`src/rtl/kv_op_sequencer.sv`:
```
// kv_op_sequencer
//  Sequences search / insert / transact operations on a two-table key/value
//  BRAM store (table 1 = lower half of the address space, table 2 = upper
//  half). Takes one request at a time, drives the external hash unit with a
//  registered key, issues single-cycle-latency BRAM reads and writes, and
//  returns status, value and slot address over a valid/ready response port.
//  Every output is driven straight from a register.
//
//  Optional feature macro: KV_SEQ_STATS_EN
//    When defined, adds stat_ops / stat_fails saturating response counters.
module kv_op_sequencer #(
    parameter int                   RAM_ADDR_BITS = 9,
    parameter int                   KEY_WIDTH     = 32,
    parameter int                   VAL_WIDTH     = 32,
    parameter logic [KEY_WIDTH-1:0] EMPTY_KEY     = '0
) (
    input  logic                     clock,
    input  logic                     reset_n,
    input  logic                     req_valid,
    output logic                     req_ready,
    input  logic [1:0]               req_op,
    input  logic [KEY_WIDTH-1:0]     req_key,
    input  logic [VAL_WIDTH-1:0]     req_data,
    output logic                     rsp_valid,
    input  logic                     rsp_ready,
    output logic [2:0]               rsp_status,
    output logic [VAL_WIDTH-1:0]     rsp_value,
    output logic [RAM_ADDR_BITS-1:0] rsp_addr,
    output logic [KEY_WIDTH-1:0]     hash_key,
    input  logic [31:0]              hash1,
    input  logic [31:0]              hash2,
    output logic                     ram_en,
    output logic                     ram_we,
    output logic [RAM_ADDR_BITS-1:0] ram_addr,
    output logic [KEY_WIDTH-1:0]     ram_key_wdata,
    output logic [VAL_WIDTH-1:0]     ram_val_wdata,
    input  logic [KEY_WIDTH-1:0]     ram_key_rdata,
    input  logic [VAL_WIDTH-1:0]     ram_val_rdata
`ifdef KV_SEQ_STATS_EN
    ,
    output logic [15:0]              stat_ops,
    output logic [15:0]              stat_fails
`endif
);

    localparam int A = RAM_ADDR_BITS;

    localparam logic [1:0] OP_SEARCH   = 2'd0;
    localparam logic [1:0] OP_INSERT   = 2'd1;
    localparam logic [1:0] OP_TRANSACT = 2'd2;
    localparam logic [1:0] OP_RESERVED = 2'd3;

    localparam logic [2:0] RS_OK        = 3'd0;
    localparam logic [2:0] RS_NOT_FOUND = 3'd1;
    localparam logic [2:0] RS_FULL      = 3'd2;
    localparam logic [2:0] RS_INSUFF    = 3'd3;
    localparam logic [2:0] RS_BAD_OP    = 3'd4;
    localparam logic [2:0] RS_BAD_KEY   = 3'd5;

    typedef enum logic [2:0] {
        ST_IDLE = 3'd0,
        ST_HASH = 3'd1,
        ST_RD1  = 3'd2,
        ST_CHK1 = 3'd3,
        ST_RD2  = 3'd4,
        ST_CHK2 = 3'd5,
        ST_WR   = 3'd6,
        ST_RSP  = 3'd7
    } state_t;

    // Registered state and outputs
    state_t               state_r,         state_s;
    logic [1:0]           op_r,            op_s;
    logic [KEY_WIDTH-1:0] key_r,           key_s;
    logic [VAL_WIDTH-1:0] data_r,          data_s;
    logic [A-1:0]         idx1_r,          idx1_s;
    logic [A-1:0]         idx2_r,          idx2_s;
    logic                 hit1_r,          hit1_s;
    logic                 empty1_r,        empty1_s;
    logic                 req_ready_r,     req_ready_s;
    logic                 rsp_valid_r,     rsp_valid_s;
    logic [2:0]           rsp_status_r,    rsp_status_s;
    logic [VAL_WIDTH-1:0] rsp_value_r,     rsp_value_s;
    logic [A-1:0]         rsp_addr_r,      rsp_addr_s;
    logic [KEY_WIDTH-1:0] hash_key_r,      hash_key_s;
    logic                 ram_en_r,        ram_en_s;
    logic                 ram_we_r,        ram_we_s;
    logic [A-1:0]         ram_addr_r,      ram_addr_s;
    logic [KEY_WIDTH-1:0] ram_key_wdata_r, ram_key_wdata_s;
    logic [VAL_WIDTH-1:0] ram_val_wdata_r, ram_val_wdata_s;

    // Probe evaluation helpers
    logic                 rd_hit_s;
    logic                 rd_empty_s;
    logic [A-1:0]         cur_idx_s;
    logic                 tx_ok_s;
    logic [VAL_WIDTH-1:0] tx_val_s;
    logic                 hit_wr_s;
    logic [2:0]           hit_status_s;
    logic [VAL_WIDTH-1:0] hit_value_s;

    // Decision outcome of the current cycle
    logic                 wr_go_s;
    logic [A-1:0]         wr_addr_s;
    logic [VAL_WIDTH-1:0] wr_val_s;
    logic                 fin_go_s;
    logic [2:0]           fin_status_s;
    logic [VAL_WIDTH-1:0] fin_value_s;
    logic [A-1:0]         fin_addr_s;

    // Only the low index bits of each hash are consumed
    logic unused_hash_s;
    assign unused_hash_s = ^{hash1[31:A-1], hash2[31:A-1]};

    assign req_ready     = req_ready_r;
    assign rsp_valid     = rsp_valid_r;
    assign rsp_status    = rsp_status_r;
    assign rsp_value     = rsp_value_r;
    assign rsp_addr      = rsp_addr_r;
    assign hash_key      = hash_key_r;
    assign ram_en        = ram_en_r;
    assign ram_we        = ram_we_r;
    assign ram_addr      = ram_addr_r;
    assign ram_key_wdata = ram_key_wdata_r;
    assign ram_val_wdata = ram_val_wdata_r;

    // Compare the slot read in the previous cycle against the latched key
    always_comb begin
        rd_hit_s   = (ram_key_rdata == key_r);
        rd_empty_s = (ram_key_rdata == EMPTY_KEY);
        tx_ok_s    = (data_r <= ram_val_rdata);
        tx_val_s   = ram_val_rdata - data_r;
        if (state_r == ST_CHK2) begin
            cur_idx_s = idx2_r;
        end else begin
            cur_idx_s = idx1_r;
        end
    end

    // What a key hit on the slot just read turns into, per operation
    always_comb begin
        hit_wr_s     = 1'b0;
        hit_status_s = RS_OK;
        hit_value_s  = ram_val_rdata;
        if (op_r == OP_TRANSACT) begin
            if (tx_ok_s) begin
                hit_wr_s    = 1'b1;
                hit_value_s = tx_val_s;
            end else begin
                hit_status_s = RS_INSUFF;
                hit_value_s  = '0;
            end
        end else if (op_r == OP_INSERT) begin
            hit_wr_s    = 1'b1;
            hit_value_s = data_r;
        end else begin
            hit_wr_s = 1'b0;
        end
    end

    // Next-state and next-output logic of the sequencer FSM
    always_comb begin
        state_s         = state_r;
        op_s            = op_r;
        key_s           = key_r;
        data_s          = data_r;
        idx1_s          = idx1_r;
        idx2_s          = idx2_r;
        hit1_s          = hit1_r;
        empty1_s        = empty1_r;
        rsp_valid_s     = rsp_valid_r;
        rsp_status_s    = rsp_status_r;
        rsp_value_s     = rsp_value_r;
        rsp_addr_s      = rsp_addr_r;
        hash_key_s      = hash_key_r;
        ram_en_s        = 1'b0;
        ram_we_s        = 1'b0;
        ram_addr_s      = '0;
        ram_key_wdata_s = '0;
        ram_val_wdata_s = '0;
        wr_go_s         = 1'b0;
        wr_addr_s       = '0;
        wr_val_s        = '0;
        fin_go_s        = 1'b0;
        fin_status_s    = RS_OK;
        fin_value_s     = '0;
        fin_addr_s      = '0;

        case (state_r)
            ST_IDLE: begin
                if (req_valid && req_ready_r) begin
                    op_s   = req_op;
                    key_s  = req_key;
                    data_s = req_data;
                    if (req_op == OP_RESERVED) begin
                        fin_go_s     = 1'b1;
                        fin_status_s = RS_BAD_OP;
                    end else if (req_key == EMPTY_KEY) begin
                        fin_go_s     = 1'b1;
                        fin_status_s = RS_BAD_KEY;
                    end else begin
                        hash_key_s = req_key;
                        state_s    = ST_HASH;
                    end
                end else begin
                    state_s = ST_IDLE;
                end
            end
            ST_HASH: begin
                // Table 1 lives in the lower half, table 2 in the upper half
                idx1_s     = {1'b0, hash1[A-2:0]};
                idx2_s     = {1'b1, hash2[A-2:0]};
                ram_en_s   = 1'b1;
                ram_addr_s = {1'b0, hash1[A-2:0]};
                state_s    = ST_RD1;
            end
            ST_RD1: begin
                state_s = ST_CHK1;
            end
            ST_CHK1: begin
                hit1_s   = rd_hit_s;
                empty1_s = rd_empty_s;
                if (rd_hit_s && (op_r != OP_INSERT)) begin
                    if (hit_wr_s) begin
                        wr_go_s   = 1'b1;
                        wr_addr_s = cur_idx_s;
                        wr_val_s  = hit_value_s;
                    end else begin
                        fin_go_s     = 1'b1;
                        fin_status_s = hit_status_s;
                        fin_value_s  = hit_value_s;
                        fin_addr_s   = (hit_status_s == RS_OK) ? cur_idx_s : '0;
                    end
                end else begin
                    ram_en_s   = 1'b1;
                    ram_addr_s = idx2_r;
                    state_s    = ST_RD2;
                end
            end
            ST_RD2: begin
                state_s = ST_CHK2;
            end
            ST_CHK2: begin
                if (op_r == OP_INSERT) begin
                    // Existing key wins over any empty slot; table 1 preferred
                    if (hit1_r) begin
                        wr_go_s   = 1'b1;
                        wr_addr_s = idx1_r;
                        wr_val_s  = data_r;
                    end else if (rd_hit_s) begin
                        wr_go_s   = 1'b1;
                        wr_addr_s = idx2_r;
                        wr_val_s  = data_r;
                    end else if (empty1_r) begin
                        wr_go_s   = 1'b1;
                        wr_addr_s = idx1_r;
                        wr_val_s  = data_r;
                    end else if (rd_empty_s) begin
                        wr_go_s   = 1'b1;
                        wr_addr_s = idx2_r;
                        wr_val_s  = data_r;
                    end else begin
                        fin_go_s     = 1'b1;
                        fin_status_s = RS_FULL;
                    end
                end else if (rd_hit_s) begin
                    if (hit_wr_s) begin
                        wr_go_s   = 1'b1;
                        wr_addr_s = cur_idx_s;
                        wr_val_s  = hit_value_s;
                    end else begin
                        fin_go_s     = 1'b1;
                        fin_status_s = hit_status_s;
                        fin_value_s  = hit_value_s;
                        fin_addr_s   = (hit_status_s == RS_OK) ? cur_idx_s : '0;
                    end
                end else begin
                    fin_go_s     = 1'b1;
                    fin_status_s = RS_NOT_FOUND;
                end
            end
            ST_WR: begin
                state_s = ST_RSP;
            end
            ST_RSP: begin
                if (!rsp_valid_r) begin
                    rsp_valid_s = 1'b1;
                end else if (rsp_ready) begin
                    rsp_valid_s  = 1'b0;
                    rsp_status_s = RS_OK;
                    rsp_value_s  = '0;
                    rsp_addr_s   = '0;
                    state_s      = ST_IDLE;
                end else begin
                    rsp_valid_s = 1'b1;
                end
            end
            default: begin
                state_s = ST_IDLE;
            end
        endcase

        if (wr_go_s) begin
            state_s         = ST_WR;
            ram_en_s        = 1'b1;
            ram_we_s        = 1'b1;
            ram_addr_s      = wr_addr_s;
            ram_key_wdata_s = key_r;
            ram_val_wdata_s = wr_val_s;
            rsp_status_s    = RS_OK;
            rsp_value_s     = wr_val_s;
            rsp_addr_s      = wr_addr_s;
        end else if (fin_go_s) begin
            state_s      = ST_RSP;
            rsp_status_s = fin_status_s;
            rsp_value_s  = fin_value_s;
            rsp_addr_s   = fin_addr_s;
        end else begin
            state_s = state_s;
        end

        req_ready_s = (state_s == ST_IDLE);
    end

    // State, latched request and registered outputs
    always_ff @(posedge clock or negedge reset_n) begin
        if (!reset_n) begin
            state_r         <= ST_IDLE;
            op_r            <= 2'd0;
            key_r           <= '0;
            data_r          <= '0;
            idx1_r          <= '0;
            idx2_r          <= '0;
            hit1_r          <= 1'b0;
            empty1_r        <= 1'b0;
            req_ready_r     <= 1'b1;
            rsp_valid_r     <= 1'b0;
            rsp_status_r    <= 3'd0;
            rsp_value_r     <= '0;
            rsp_addr_r      <= '0;
            hash_key_r      <= '0;
            ram_en_r        <= 1'b0;
            ram_we_r        <= 1'b0;
            ram_addr_r      <= '0;
            ram_key_wdata_r <= '0;
            ram_val_wdata_r <= '0;
        end else begin
            state_r         <= state_s;
            op_r            <= op_s;
            key_r           <= key_s;
            data_r          <= data_s;
            idx1_r          <= idx1_s;
            idx2_r          <= idx2_s;
            hit1_r          <= hit1_s;
            empty1_r        <= empty1_s;
            req_ready_r     <= req_ready_s;
            rsp_valid_r     <= rsp_valid_s;
            rsp_status_r    <= rsp_status_s;
            rsp_value_r     <= rsp_value_s;
            rsp_addr_r      <= rsp_addr_s;
            hash_key_r      <= hash_key_s;
            ram_en_r        <= ram_en_s;
            ram_we_r        <= ram_we_s;
            ram_addr_r      <= ram_addr_s;
            ram_key_wdata_r <= ram_key_wdata_s;
            ram_val_wdata_r <= ram_val_wdata_s;
        end
    end

`ifdef KV_SEQ_STATS_EN
    logic [15:0] stat_ops_r;
    logic [15:0] stat_fails_r;
    logic        rsp_fire_s;

    assign rsp_fire_s = (state_r == ST_RSP) && rsp_valid_r && rsp_ready;
    assign stat_ops   = stat_ops_r;
    assign stat_fails = stat_fails_r;

    // Saturating counters of accepted responses and of failed ones
    always_ff @(posedge clock or negedge reset_n) begin
        if (!reset_n) begin
            stat_ops_r   <= 16'd0;
            stat_fails_r <= 16'd0;
        end else if (rsp_fire_s) begin
            if (stat_ops_r != 16'hFFFF) begin
                stat_ops_r <= stat_ops_r + 16'd1;
            end else begin
                stat_ops_r <= stat_ops_r;
            end
            if ((rsp_status_r != RS_OK) && (stat_fails_r != 16'hFFFF)) begin
                stat_fails_r <= stat_fails_r + 16'd1;
            end else begin
                stat_fails_r <= stat_fails_r;
            end
        end else begin
            stat_ops_r   <= stat_ops_r;
            stat_fails_r <= stat_fails_r;
        end
    end
`endif

endmodule

```
`config.mk`:
```
export PLATFORM = sky130hd
export DESIGN_NAME = kv_op_sequencer
export DESIGN_NICKNAME = d
export VERILOG_FILES = /design/src/rtl/kv_op_sequencer.sv
export SDC_FILE = /design/constraint.sdc
export NUM_CORES = 1
export LEC_CHECK = 0
export CAP_MARGIN = 20
export CORE_MARGIN = 3
export CORE_UTILIZATION = 40
export DETAILED_ROUTE_END_ITERATION = 8
export GPL_ROUTABILITY_DRIVEN = 0
export GPL_TIMING_DRIVEN = 0
export PLACE_DENSITY = 0.71
export RECOVER_POWER = 100
export SYNTH_ARGS = -nofsm -noshare
export SYNTH_HDL_FRONTEND = slang
export SYNTH_SLANG_ARGS = --single-unit
```
`constraint.sdc`:
```
create_clock -name clock -period 8.35 [get_ports clock]
set_clock_uncertainty 0.05 [all_clocks]
set_input_delay 1.67 -clock clock [delete_from_list [all_inputs] [get_ports clock]]
set_output_delay 1.67 -clock clock [all_outputs]
set_load 0.01 [all_outputs]
```
Word-level counts from Yosys, hierarchy flattened. Index checks and enable logic that the tools add are counted. W data, S select, Z words.

$add $sub $neg: 1. Magnitude comparators: 1. Equal/unequal tests: 12. Mux-type cells: 106. Bitwise operators: 2. Reductions and logical operators: 13.

Operators by type and width (number): $mux W32 (22); $mux W9 (21); $pmux W32 S2 (2); $logic_not A32 Y1 (2); $mux W3 (20); $pmux W9 S2 (3); $eq A32 B32 Y1 (1); $le A32 B32 Y1 (1); $sub A32 B32 Y32 (1); $mux W1 (27); $pmux W3 S7 (1); $eq A3 B3 Y1 const B (4); $mux W2 (6); $logic_not A3 Y1 (3); $pmux W3 S3 (1); $reduce_bool A3 Y1 (3); $eq A3 B2 Y1 const B (2); $eq A2 B2 Y1 const B (2); $pmux W1 S2 (2); $reduce_and A4 Y1 (1); $eq A3 B1 Y1 const B (1); $pmux W1 S3 (1); $reduce_and A3 Y1 (1); $eq A2 B1 Y1 const B (1); other kinds (4) (6).

Flip-flop bits (word level): 241. Input bits: 198. Output and inout port bits: 153. Word-level logic and storage cells: 154.

Longest topological paths before layout.
Depth in word-level cells: 11. Depth in mapped cells: 14. Gate-level depth less buffers: 12.

Worst setup path after synthesis. Ideal clock, no wire load.

Kind: input-to-reg. Start point: input ram_val_rdata[0]. End point: register rsp_addr_r[2] (netlist: rsp_addr[2]). Arrival time: 4.191 ns. Data required time: 8.175 ns. Slack: 3.984 ns. Stages: 12. Cell sequence: inv_1 -> ha_1 -> fa_1 -> nand2b_1 -> a21oi_1 -> o21ai_1 -> a2111oi_2 -> o311a_1 -> a21oi_4 -> o211a_4 -> nand2_4 -> mux2_2.

Cells in the longest elaborated chain, start to end: 11. Elaborated cells between the ends (all ways): 33. Classes of those cells: 1 x order compare; 27 x mux; 5 x reduce/logical.

RTL lines: from (decl) (line 38) `input logic [VAL_WIDTH-1:0] ram_val_rdata`; $le A32 B32 Y1 (*) (line 131) `tx_ok_s = (data_r <= ram_val_rdata);`; $mux W2 (line 146) `if (tx_ok_s) begin`; $mux W2 (line 145) `if (op_r == OP_TRANSACT) begin`; $logic_not A3 Y1 (line 232, 275); $mux W9 (line 232, 275); $mux W9 (line 224, 267); $mux W9 (line 266) `end else if (rd_hit_s) begin`; $mux W9 (line 244) `if (op_r == OP_INSERT) begin`; $pmux W9 S2 (line 189) `case (state_r)`; $mux W9 (line 313) `end else if (fin_go_s) begin`; $mux W9 (line 303) `if (wr_go_s) begin`; to (signal assigned) (line 360) `rsp_addr_r <= rsp_addr_s;`; to (decl) (line 84) `logic [A-1:0] rsp_addr_r, rsp_addr_s;`.

Every way passes the cells marked *; elsewhere a longest branch is shown, timed or not. A chain may end at the register's enable or synchronous reset.

Final worst setup path.
Start point: input ram_val_rdata[0]. End point: register rsp_status_r[0] (netlist: rsp_status[0]).

Cells in the longest elaborated chain, start to end: 9. Elaborated cells between the ends (all ways): 26. Classes of those cells: 1 x order compare; 21 x mux; 4 x reduce/logical.

RTL lines: $le A32 B32 Y1 (*) (line 131); $mux W1 or $mux W2 (tied branches) (line 146); $mux W1 or $mux W2 (tied branches) (line 145); $mux W1 or $mux W3 (tied branches) (line 224, 267); $mux W1 or $mux W3 (tied branches) (line 266); $mux W1 or $mux W3 (tied branches) (line 244); $pmux W1 S3, or another cell as far along (line 189); $reduce_bool A3 Y1 (no line) or $mux W3 (tied branches); $reduce_and A3 Y1 (no line) or $mux W3 (tied branches); to (signal assigned) (line 358) `rsp_status_r <= rsp_status_s;`; to (decl) (line 82) `logic [2:0] rsp_status_r, rsp_status_s;`.

Marks and branches as above.

==> results.py <==
metrics = {
    "timing": {
        "slew_headroom_pct": 12.1,
        "rsz0062_at_grt": "no",
        "fmax_mhz": 153,
        "slew_violations": 0,
        "post-route-period-util_pct": 78.2,
        "setup_tns_ns": 0,
        "setup_viol": 0,
        "fin_crit_ns": 6.53,
        "worst_pin_slew_ns": 1.30,
        "hold_viol_final": 0,
        "fin_ws_ns": 1.82,
    },
    "final_layout": {
        "post-route-cell-area_sq_um": 17100,
        "areaGrowthSynthToFinish_pct": 35.1,
        "fillers": 2717,
        "nNetsFinal": 1795,
        "drive_above_1_share_pct": 10.1,
        "multi_input_area_sq_um": 6100,
        "regArea_sq_um": 6030,
        "post-route-util_pct": 55.3,
    },
    "power": {
        "ir_drop_v": 0.000224,
        "p_per_area_nw_per_um2": 209,
        "p_leak_nw": 8.20,
    },
    "floorplanning": {
        "io_pins": 351,
        "core_area_sq_um": 30800,
        "die_w_um": 184,
        "die_y_um": 184,
        "start_util_pct": 40.9,
        "rows": 64,
        "dieArea_sq_um": 33700,
    },
    "global_routing": {
        "grt.overflow.total": 0,
        "grt_first_pass_wirelength_mm": 66.4,
        "grt_max_degree": 122,
        "grt_pass1_vias": 11400,
        "grt_use_total_pct": 25.3,
        "antenna_found_initial": 3,
    },
    "clock_tree": {
        "clockBufferDepth": 3,
        "clock_sinks": 241,
        "htree_levels": 1,
        "cts_root_buf": "clkbuf_16",
        "cts_tree": "yes",
        "cts_made_buffers": 26,
        "clkTransAtPathRegs_ns": 0.07,
        "cts_setup_buffers": 0,
        "clk_latency_ns": 0.55,
        "cts_resized": 0,
        "hold_buffers": 0,
    },
    "setup_path": {
        "cp.arrival_ns": 6.96,
        "cp.required_ns": 8.78,
        "cp-start-kind": "input pin",
        "critical_path_class": "input pin to flop",
        "endpoint_kind": "flop",
        "cp_max_fo": 10,
    },
    "detailed_routing": {
        "routed_wl_mm": 43.8,
        "drtPass1Iterations": 5,
        "ant_nets": 0,
        "vias_per_cell": 5.74,
        "post_drt_wl_per_cell_um": 22.1,
        "dr_total_vias": 11400,
        "drtIter0Drc": 899,
        "drc": 0,
    },
    "logic_synthesis": {
        "muxShareOfSynthArea_pct": 10.5,
        "synth-compound-area-share_pct": 18.2,
        "yosys.area_share.adder_pct": 3.33,
        "syn_area_sq_um": 12600,
        "synth-seq-cells": 241,
        "syn_inst": 1232,
        "synthSimpleGateAreaFrac_pct": 12.9,
        "synth_xor_area_share_pct": 3.75,
        "async_reset_ff_share_pct": 100,
        "yosys-top-cells-count": "dfrtp_1, nand2_1, o21ai_0",
        "synth_top_family_by_area": "compound AO/OA/AOI/OAI gates",
        "syn-num-nets": 1463,
        "yosys.area.top_type": "dfrtp_1",
        "synthMostInstantiatedCell": "dfrtp_1",
        "yosys-top-cells-area": "dfrtp_1, mux2_2, o21ai_0, nand2_1, ha_1",
        "ys.warnings.count": 0,
        "yosysUniqueCellTypes": 70,
        "synth-seq-area-share_pct": 47.8,
        "synth_area_per_cell_sq_um": 10.2,
        "synth-edff-count": 0,
        "synth_ff_type": "dfrtp_1",
        "synth_top_area_share_pct": 47.6,
    },
    "place": {
        "port_buffers": 302,
        "post-place-ws_ns": 2.69,
        "dp_hpwl_mm": 32.8,
        "placed_area_sq_um": 16200,
    },
    "run": {
        "maxCapViolCount": 0,
    },
    "status": {
        "status": "finished clean",
    },
    "hold_path": {
        "hp-class": "flop to flop",
    },
}
==> through the flow <==
stage | power [mW] | std cells | hold WS (ns)
global placement | 2.34 | 1930 | 0.409
floorplan | 1.97 | 1232 | 0.412
detailed placement | 2.37 | 1932 | 0.415
CTS | 3.61 | 1980 | 0.430
finish | 3.56 | 1981 | 0.419
global route | 3.72 | 1981 | 0.441
==> metal layers <==
metal / share of wire [%] / vias to the layer above / track usage (%)
li1: - / 5143 / -
met2: 46 / 539 / 40.4
met4: 3.7 / 4 / 8.56
met5: 0.062 / - / 0
met3: 7.7 / 105 / 4.83
met1: 43 / 5576 / 34.9
==> cells in the final DEF, fill, tap and decap left out, types with 6 or more instances in the layout <==
master / netlist / final
clkbuf_1: 49 / 61
a221o_1: 8 / 8
a21oi_1: 44 / 45
o21ai_0: 120 / 123
dfrtp_1: 240 / 240
clkbuf_16: 0 / 26
nand2b_1: 9 / 9
o211ai_1: 41 / 41
and3_1: 6 / 6
clkinv_2: 0 / 6
mux2_2: 99 / 98
nor2_1: 30 / 30
xor2_1: 38 / 38
buf_2: 9 / 7
dlygate4sd3_1: 0 / 159
inv_1: 40 / 40
o21a_1: 9 / 9
a22oi_1: 10 / 10
nand4_1: 19 / 19
a21o_1: 36 / 36
mux2i_1: 18 / 18
a22o_1: 12 / 12
nand3_1: 26 / 26
clkdlybuf4s50_1: 0 / 142
or3_1: 8 / 8
a211oi_1: 10 / 10
nand2_1: 136 / 137
nor4_1: 26 / 26
a31oi_1: 9 / 9
xnor2_1: 16 / 16
nor2b_1: 44 / 44
ha_1: 32 / 32
==> state kept, by name, indices dropped and copies added (netlist names) <==
signal	count
data_r	32
empty1_r	1
hash_key	32
hit1_r	1
idx1_r	8
idx2_r	9
key_r	32
op_r	2
ram_addr	9
ram_en	1
ram_key_wdata	32
ram_val_wdata	32
ram_we	1
req_ready	1
rsp_addr	9
rsp_status	3
rsp_valid	1
rsp_value	32
state_r	3
==> final timing paths <==
check                                 start            end  slack [ns]  cells after the start
max                        ram_val_rdata[0]  rsp_status[0]        1.82                     14
min reg2reg                    rsp_value[2]   rsp_value[2]        0.42                      1
max reg2reg                       data_r[0]  rsp_status[0]        3.18                     12
min                            rsp_value[2]   rsp_value[2]        0.42                      1
max in group asynchronous           reset_n   hash_key[22]        6.13                      2
min in group asynchronous           reset_n     data_r[17]        1.08                      1
==> worst max-delay path, cell delays in order <==
cell           delay [ns]
dlygate4sd3_1        0.59
inv_1                0.09
ha_1                 0.18
fa_1                 0.22
nand2b_1             0.14
a21oi_1              0.09
o21ai_0              0.64
a2111oi_0            0.33
o311a_1              0.47
a21oi_1              0.74
inv_1                0.29
nor3_4               0.53
clkbuf_1             0.69
a221o_1              0.27
==> logic make-up (layout without fill, tap and decap cells) <==
logic type,after synthesis,in the layout
xor+xnor,54,54
other cells,0,1
flops,241,241
compound gates,348,348
buf+inv,109,461
fa+ha+maj,33,33
simple gates,327,327
mux,120,120
==> area by class of cell <==
class                      instances  share of cell area [%]
clock inverter                    12                    1.03
inverter                          40                   0.881
clock buffer                      36                    4.33
multi-input combinational        882                    35.8
antenna                            1                  0.0147
timing repair buffer             304                    18.0
sequential                       241                    35.4
tap                              396                    2.91
buffer                            69                    1.66
==> where the power goes <==
part           switching, mW  internal (mW)  leakage (nW)
clock network          0.491          0.742         0.454
registers             0.0866           1.28          3.15
logic                  0.570          0.394          4.60
total                   1.15           2.41          8.20
No activity file was read; power rests on OpenSTA's default activity.
